--- src/rtl/riscblade_ctrl_pkg.sv ---
// Shared encodings for the RISCBlade multicycle controller: opcodes, FSM states, mux selects.
// Latency: n/a (types and constants only).
// Backpressure: n/a.
package riscblade_ctrl_pkg;

  localparam logic [3:0] OP_ADD  = 4'h0;
  localparam logic [3:0] OP_SUB  = 4'h1;
  localparam logic [3:0] OP_AND  = 4'h2;
  localparam logic [3:0] OP_OR   = 4'h3;
  localparam logic [3:0] OP_ADDI = 4'h4;
  localparam logic [3:0] OP_LW   = 4'h5;
  localparam logic [3:0] OP_SW   = 4'h6;
  localparam logic [3:0] OP_BEQ  = 4'h7;
  localparam logic [3:0] OP_BNE  = 4'h8;
  localparam logic [3:0] OP_JMP  = 4'h9;
  localparam logic [3:0] OP_HALT = 4'hF;

  typedef enum logic [3:0] {
    ST_RESET, ST_FETCH, ST_DECODE, ST_EXEC_R, ST_EXEC_I, ST_MEM_ADDR, ST_MEM_READ,
    ST_MEM_WB, ST_MEM_WR, ST_ALU_WB, ST_BRANCH, ST_JUMP, ST_HALT
  } state_t;

  localparam logic [1:0] ALU_ADD = 2'd0;
  localparam logic [1:0] ALU_SUB = 2'd1;
  localparam logic [1:0] ALU_AND = 2'd2;
  localparam logic [1:0] ALU_OR  = 2'd3;

  localparam logic [1:0] PC_SRC_ALU    = 2'd0;
  localparam logic [1:0] PC_SRC_ALUOUT = 2'd1;
  localparam logic [1:0] PC_SRC_JUMP   = 2'd2;

  localparam logic [1:0] SRC_B_REG    = 2'd0;
  localparam logic [1:0] SRC_B_TWO    = 2'd1;
  localparam logic [1:0] SRC_B_IMM    = 2'd2;
  localparam logic [1:0] SRC_B_IMM_SH = 2'd3;

  localparam logic MEM_ADDR_PC     = 1'b0;
  localparam logic MEM_ADDR_ALUOUT = 1'b1;

  // Opcodes A..E are unassigned and treated as NOPs that raise the sticky flag.
  function automatic logic is_illegal_op(input logic [3:0] op);
    return (op >= 4'hA) && (op <= 4'hE);
  endfunction

endpackage

--- src/rtl/ctrl_output_decode.sv ---
// Decodes FSM state (+opcode, zero, mem_ready) into every datapath enable and mux select.
// Latency: purely combinational.
// Backpressure: with MULTICYCLE_CONTROL_MEM_WAIT_EN, FETCH pc_en/ir_write wait for mem_ready.
module ctrl_output_decode
  import riscblade_ctrl_pkg::*;
(
  input  logic [3:0] state,
  input  logic [3:0] opcode,
  input  logic       zero,
  input  logic       mem_ready,
  output logic       pc_en,
  output logic [1:0] pc_src,
  output logic       ir_write,
  output logic       mem_addr_sel,
  output logic       mem_write,
  output logic       alu_src_a,
  output logic [1:0] alu_src_b,
  output logic [1:0] alu_op,
  output logic       reg_write,
  output logic       reg_dst,
  output logic       mem_to_reg,
  output logic       halted
);

  state_t st;
  assign st = state_t'(state);

  logic fetch_go;
`ifdef MULTICYCLE_CONTROL_MEM_WAIT_EN
  assign fetch_go = mem_ready;
`else
  logic unused_mem_ready;
  assign unused_mem_ready = mem_ready;
  assign fetch_go = 1'b1;
`endif

  // Moore decode per state; only BRANCH pc_en looks at the live zero flag.
  always_comb begin
    pc_en        = 1'b0;
    pc_src       = PC_SRC_ALU;
    ir_write     = 1'b0;
    mem_addr_sel = MEM_ADDR_PC;
    mem_write    = 1'b0;
    alu_src_a    = 1'b0;
    alu_src_b    = SRC_B_REG;
    alu_op       = ALU_ADD;
    reg_write    = 1'b0;
    reg_dst      = 1'b0;
    mem_to_reg   = 1'b0;
    halted       = 1'b0;
    case (st)
      ST_FETCH: begin
        alu_src_b = SRC_B_TWO;
        pc_en     = fetch_go;
        ir_write  = fetch_go;
      end
      ST_DECODE:   alu_src_b = SRC_B_IMM_SH;
      ST_EXEC_R: begin
        alu_src_a = 1'b1;
        alu_op    = opcode[1:0];
      end
      ST_EXEC_I, ST_MEM_ADDR: begin
        alu_src_a = 1'b1;
        alu_src_b = SRC_B_IMM;
      end
      ST_MEM_READ: mem_addr_sel = MEM_ADDR_ALUOUT;
      ST_MEM_WB: begin
        reg_write  = 1'b1;
        mem_to_reg = 1'b1;
      end
      ST_MEM_WR: begin
        mem_addr_sel = MEM_ADDR_ALUOUT;
        mem_write    = 1'b1;
      end
      ST_ALU_WB: begin
        reg_write = 1'b1;
        reg_dst   = (opcode[3:2] == 2'b00);
      end
      ST_BRANCH: begin
        alu_src_a = 1'b1;
        alu_op    = ALU_SUB;
        pc_src    = PC_SRC_ALUOUT;
        pc_en     = (opcode == OP_BEQ) ? zero : ~zero;
      end
      ST_JUMP: begin
        pc_src = PC_SRC_JUMP;
        pc_en  = 1'b1;
      end
      ST_HALT:     halted = 1'b1;
      default: ;
    endcase
  end

endmodule

--- src/rtl/multicycle_control.sv ---
// RISCBlade multicycle control FSM with sticky illegal flag and retired-instruction counter.
// Latency: BRANCH/JUMP 3, R/ADDI/SW 4, LW 5 cycles; first FETCH one cycle after reset release.
// Backpressure: MULTICYCLE_CONTROL_MEM_WAIT_EN holds FETCH/MEM_READ/MEM_WR until mem_ready.
module multicycle_control
  import riscblade_ctrl_pkg::*;
#(
  parameter int INSTR_CNT_W = 16
) (
  input  logic                   clock,
  input  logic                   reset,
  input  logic [3:0]             opcode,
  input  logic                   zero,
  input  logic                   mem_ready,
  output logic                   pc_en,
  output logic [1:0]             pc_src,
  output logic                   ir_write,
  output logic                   mem_addr_sel,
  output logic                   mem_write,
  output logic                   alu_src_a,
  output logic [1:0]             alu_src_b,
  output logic [1:0]             alu_op,
  output logic                   reg_write,
  output logic                   reg_dst,
  output logic                   mem_to_reg,
  output logic                   halted,
  output logic                   illegal,
  output logic [INSTR_CNT_W-1:0] instr_count
);

  state_t                 state_q, state_d;
  logic                   illegal_q, illegal_d;
  logic [INSTR_CNT_W-1:0] instr_count_q, instr_count_d;
  logic                   retire;
  logic                   mem_hold;

`ifdef MULTICYCLE_CONTROL_MEM_WAIT_EN
  assign mem_hold = ~mem_ready;
`else
  assign mem_hold = 1'b0;
`endif

  // Next-state, retire strobe and illegal-opcode capture.
  always_comb begin
    state_d   = state_q;
    illegal_d = illegal_q;
    retire    = 1'b0;
    case (state_q)
      ST_RESET:  state_d = ST_FETCH;
      ST_FETCH:  if (!mem_hold) state_d = ST_DECODE;
      ST_DECODE: begin
        case (opcode)
          OP_ADD, OP_SUB, OP_AND, OP_OR: state_d = ST_EXEC_R;
          OP_ADDI:                       state_d = ST_EXEC_I;
          OP_LW, OP_SW:                  state_d = ST_MEM_ADDR;
          OP_BEQ, OP_BNE:                state_d = ST_BRANCH;
          OP_JMP:                        state_d = ST_JUMP;
          OP_HALT:                       state_d = ST_HALT;
          default: begin
            illegal_d = is_illegal_op(opcode) | illegal_q;
            state_d   = ST_FETCH;
          end
        endcase
      end
      ST_EXEC_R, ST_EXEC_I: state_d = ST_ALU_WB;
      ST_MEM_ADDR: state_d = (opcode == OP_LW) ? ST_MEM_READ : ST_MEM_WR;
      ST_MEM_READ: if (!mem_hold) state_d = ST_MEM_WB;
      ST_MEM_WR: begin
        if (!mem_hold) begin
          state_d = ST_FETCH;
          retire  = 1'b1;
        end
      end
      ST_MEM_WB, ST_ALU_WB, ST_BRANCH, ST_JUMP: begin
        state_d = ST_FETCH;
        retire  = 1'b1;
      end
      ST_HALT:   state_d = ST_HALT;
      default:   state_d = ST_RESET;
    endcase
    instr_count_d = retire ? instr_count_q + 1'b1 : instr_count_q;
  end

  // State, flag and counter registers; reset clears all of them immediately.
  always_ff @(posedge clock or posedge reset) begin
    if (reset) begin
      state_q       <= ST_RESET;
      illegal_q     <= 1'b0;
      instr_count_q <= '0;
    end else begin
      state_q       <= state_d;
      illegal_q     <= illegal_d;
      instr_count_q <= instr_count_d;
    end
  end

  assign illegal     = illegal_q;
  assign instr_count = instr_count_q;

  ctrl_output_decode u_decode (
    .state        (state_q),
    .opcode       (opcode),
    .zero         (zero),
    .mem_ready    (mem_ready),
    .pc_en        (pc_en),
    .pc_src       (pc_src),
    .ir_write     (ir_write),
    .mem_addr_sel (mem_addr_sel),
    .mem_write    (mem_write),
    .alu_src_a    (alu_src_a),
    .alu_src_b    (alu_src_b),
    .alu_op       (alu_op),
    .reg_write    (reg_write),
    .reg_dst      (reg_dst),
    .mem_to_reg   (mem_to_reg),
    .halted       (halted)
  );

endmodule

--- config.mk ---
export PLATFORM = sky130hd
export DESIGN_NAME = multicycle_control
export DESIGN_NICKNAME = d
export VERILOG_FILES = /design/src/rtl/riscblade_ctrl_pkg.sv /design/src/rtl/ctrl_output_decode.sv /design/src/rtl/multicycle_control.sv
export SDC_FILE = /design/constraint.sdc
export NUM_CORES = 1
export LEC_CHECK = 0
export ABC_AREA = 1
export CAP_MARGIN = 20
export CORE_MARGIN = 4
export CORE_UTILIZATION = 52
export CTS_BUF_LIST = sky130_fd_sc_hd__clkbuf_4 sky130_fd_sc_hd__clkbuf_8 sky130_fd_sc_hd__clkbuf_16
export DETAILED_ROUTE_END_ITERATION = 8
export HOLD_SLACK_MARGIN = 0.12
export PLACE_DENSITY = 0.84
export SYNTH_ARGS = -nofsm -noshare
export SYNTH_HDL_FRONTEND = slang
export SYNTH_HIERARCHICAL = 1
export SYNTH_SLANG_ARGS = --single-unit
--- constraint.sdc ---
create_clock -name clock -period 3.2 [get_ports clock]
set_input_delay 0.32 -clock clock [delete_from_list [all_inputs] [get_ports clock]]
set_output_delay 0.32 -clock clock [all_outputs]
set_load 0.01 [all_outputs]
==> flow_metrics.env <==
export IMPL_htree_levels=1
export IMPL_yosys_warnings=6
export IMPL_synth_edf_count=0
export IMPL_cellLeakagePower_nw=0.873
export IMPL_maxSlewHeadroom=0.471
export IMPL_clock_slew_at_reported_path_ffs_ps=120
export IMPL_first_pass_iters=4
export IMPL_critPathLaunchType="register"
export IMPL_cts_num_sinks=21
export IMPL_timing_final_hold_violations=0
export IMPL_antenna_violating_nets_post_route=0
export IMPL_post_synth_instance_area_mm2=0.00146
export IMPL_yosysTopAreaCell="dfrtp_1"
export IMPL_postSynth_topFlopCell="dfrtp_1"
export IMPL_die_area_mm2=0.00372
export IMPL_detail_route_vias_per_cell=5.18
export IMPL_floorplan_rows=18
export IMPL_die_x_um=61.0
export IMPL_wire_per_inst_um=11.8
export IMPL_post_syn_instances=217
export IMPL_grt_antenna_before_repair=0
export IMPL_maxClockFrequency_ghz=0.455
export IMPL_worst_hold_path_type="primary input to async pin"
export IMPL_cts_root_buffer_cell="clkbuf_4"
export IMPL_place_hpwl_um=2550
export IMPL_drt_iter0_markers=90
export IMPL_synth_async_reset_ratio=1.00
export IMPL_setup_total_negative_slack_ps=0
export IMPL_ys_ff_latch=21
export IMPL_remaining_drc_errors=0
export IMPL_initial_utilization=0.568
export IMPL_endpoint_kind="output pin"
export IMPL_cts_buffers=3
export IMPL_path_class="register to output pin"
export IMPL_clock_skew_final_ps=7.13
export IMPL_yosys_cell_count_top_type="nand2_1"
export IMPL_holdBufCountCts=0
export IMPL_port_buffers=38
export IMPL_areaGrowthSynthToFinish_pct=29.9
export IMPL_synthesis_nets=226
export IMPL_netlist_cell_type_count=24
export IMPL_gp_congestion=0.778
export IMPL_die_h_um=61.0
export IMPL_wire_length_of_the_first_global_routing_pass_um=5780
export IMPL_number_of_diodes=0
export IMPL_tritoncts="built"
export IMPL_worstPathCellList="inv_2, nand4_1, o21ai_2, clkdlybuf4s50_1"
export IMPL_design_portCount=40
export IMPL_run_status="finished, final reports clean"
export IMPL_worst_skew_pair_late_latency_ps=310
export IMPL_cts_path_max_buffers=2
export IMPL_grt_max_degree=22
export IMPL_final_min_period_over_clock_period=0.687
export IMPL_grt_setup_unrepaired="false"
export IMPL_post_cts_resize_count=0
export IMPL_first_global_vias=1339
export IMPL_drt_total_wl_um=3380
export IMPL_worst_path_max_fanout=9
export IMPL_synth_area_leaders="dfrtp_1 36%, nand2_1 15%, inv_1 8.0%, nand3_1 7.9%, nor2_1 6.4%"
export IMPL_worst_slew_pin_slew_ps=793
export IMPL_final_net_count=268
export IMPL_arrival_ps=1880
export IMPL_fp_coreArea_mm2=0.00257
export IMPL_cpMaxStageDelayCell="clkdlybuf4s50_1"
export IMPL_power_density_cell_area_mw_per_mm2=606
export IMPL_vdd_ir_drop_worst_uv=522
export IMPL_globalRouteTotalUtil=0.200
export IMPL_synth_cells_most_frequent="57 x nand2_1, 31 x inv_1, 25 x nor2_1"
export IMPL_finalCriticalPeriod_ps=2200
export IMPL_postSynthAreaPerCell_um2=6.72
export IMPL_setup_violations=0
export IMPL_utilization=0.738
export IMPL_cap_violations=0
export IMPL_critical_path_required_ps=2880
export IMPL_final_max_slew_violation_count=0
export IMPL_cts_setup_buffers=0
export IMPL_grt_remaining_overflow=0
export IMPL_synth_top_cell_area_share=0.360
export IMPL_final_layout_size_suffix_gt1_frac=0.0930
export IMPL_cp_slowest_stage_delay_ps=550
export IMPL_yosysSeqAreaShare=0.360
export IMPL_via_count=1492
==> registers in the layout, indices dropped and copies added (netlist names) <==
signal,flops
instr_count,16
state_q,4
illegal,1
==> per-layer routing <==
metal	part of all wire	vias up	track usage
li1	-	768	-
met1	0.51	690	0.299
met3	0.040	4	0.0426
met2	0.44	30	0.301
met4	0.0062	0	0.0372
met5	0	-	0
==> critical path, delay by kind of cell (launching register included) <==
kind	cells	cell delay, ps
buffers and inverters	2	720
AND/OR/NAND/NOR	1	190
flip-flops	1	500
AO/OA/AOI/OAI	1	160
==> metrics by stage <==
step / cell area [um^2] / cells / hold WS (ps) / power, mW / worst slack [ps]
CTS: 1900 / 288 / 469 / 1.15 / 1000
global placement: 1870 / 284 / 458 / 1.00 / 1060
finish: 1900 / 288 / 443 / 1.15 / 1000
detailed placement: 1870 / 284 / 459 / 1.01 / 1030
global route: 1900 / 288 / 511 / 1.24 / 885
floorplan: 1460 / 217 / 297 / 0.753 / 1800
==> logic make-up after synthesis <==
logic type | share of synthesized area
DFF | 0.360
adders and majority gates | 0.00857
xor gates and xnor gates | 0.0420
and+or+nand+nor | 0.413
buffers and inverters | 0.103
AOI/OAI and AO/OA | 0.0738
==> area by class of cell <==
type                            instances  area, um^2
Sequential cell                        21         526
Inverter                               37         139
Clock buffer                            4        30.0
Tap cell                               30        37.5
Multi-Input combinational cell        158         783
Fill cell                             236         672
Timing Repair Buffer                   38         380
==> worst paths after layout <==
check                               start               to  slack, ps  cells past startpoint
max in group asynchronous           reset   instr_count[5]       2260                      2
hold reg to reg                   illegal          illegal        480                      1
hold / removal                      reset   instr_count[7]        440                      2
setup reg to reg           instr_count[0]  instr_count[12]       1590                      6
setup / recovery               state_q[2]        alu_op[0]       1000                      4
min in group clock                illegal          illegal        480                      1
==> layout by cell type (no fill, tap or decap), drive strengths merged <==
master | netlist | final
nand3 | 23 | 23
inv | 37 | 37
o21ai | 12 | 12
ha | 1 | 1
a21o | 1 | 1
a21oi | 3 | 3
nor2 | 31 | 31
o22ai | 1 | 1
o211ai | 1 | 1
dfrtp | 21 | 21
xor2 | 5 | 5
nor3 | 5 | 5
nand3b | 2 | 2
o21bai | 1 | 1
xnor2 | 2 | 2
clkbuf | 0 | 4
clkdlybuf4s50 | 0 | 38
nand2 | 64 | 64
nand4 | 6 | 6
==> power breakdown <==
| group | switching (mW) | internal, mW |
|---|---|---|
| Clock | 0.0818 | 0.0572 |
| Combinational | 0.310 | 0.278 |
| Sequential | 0.103 | 0.318 |
No activity file was read; power rests on OpenSTA's default activity.
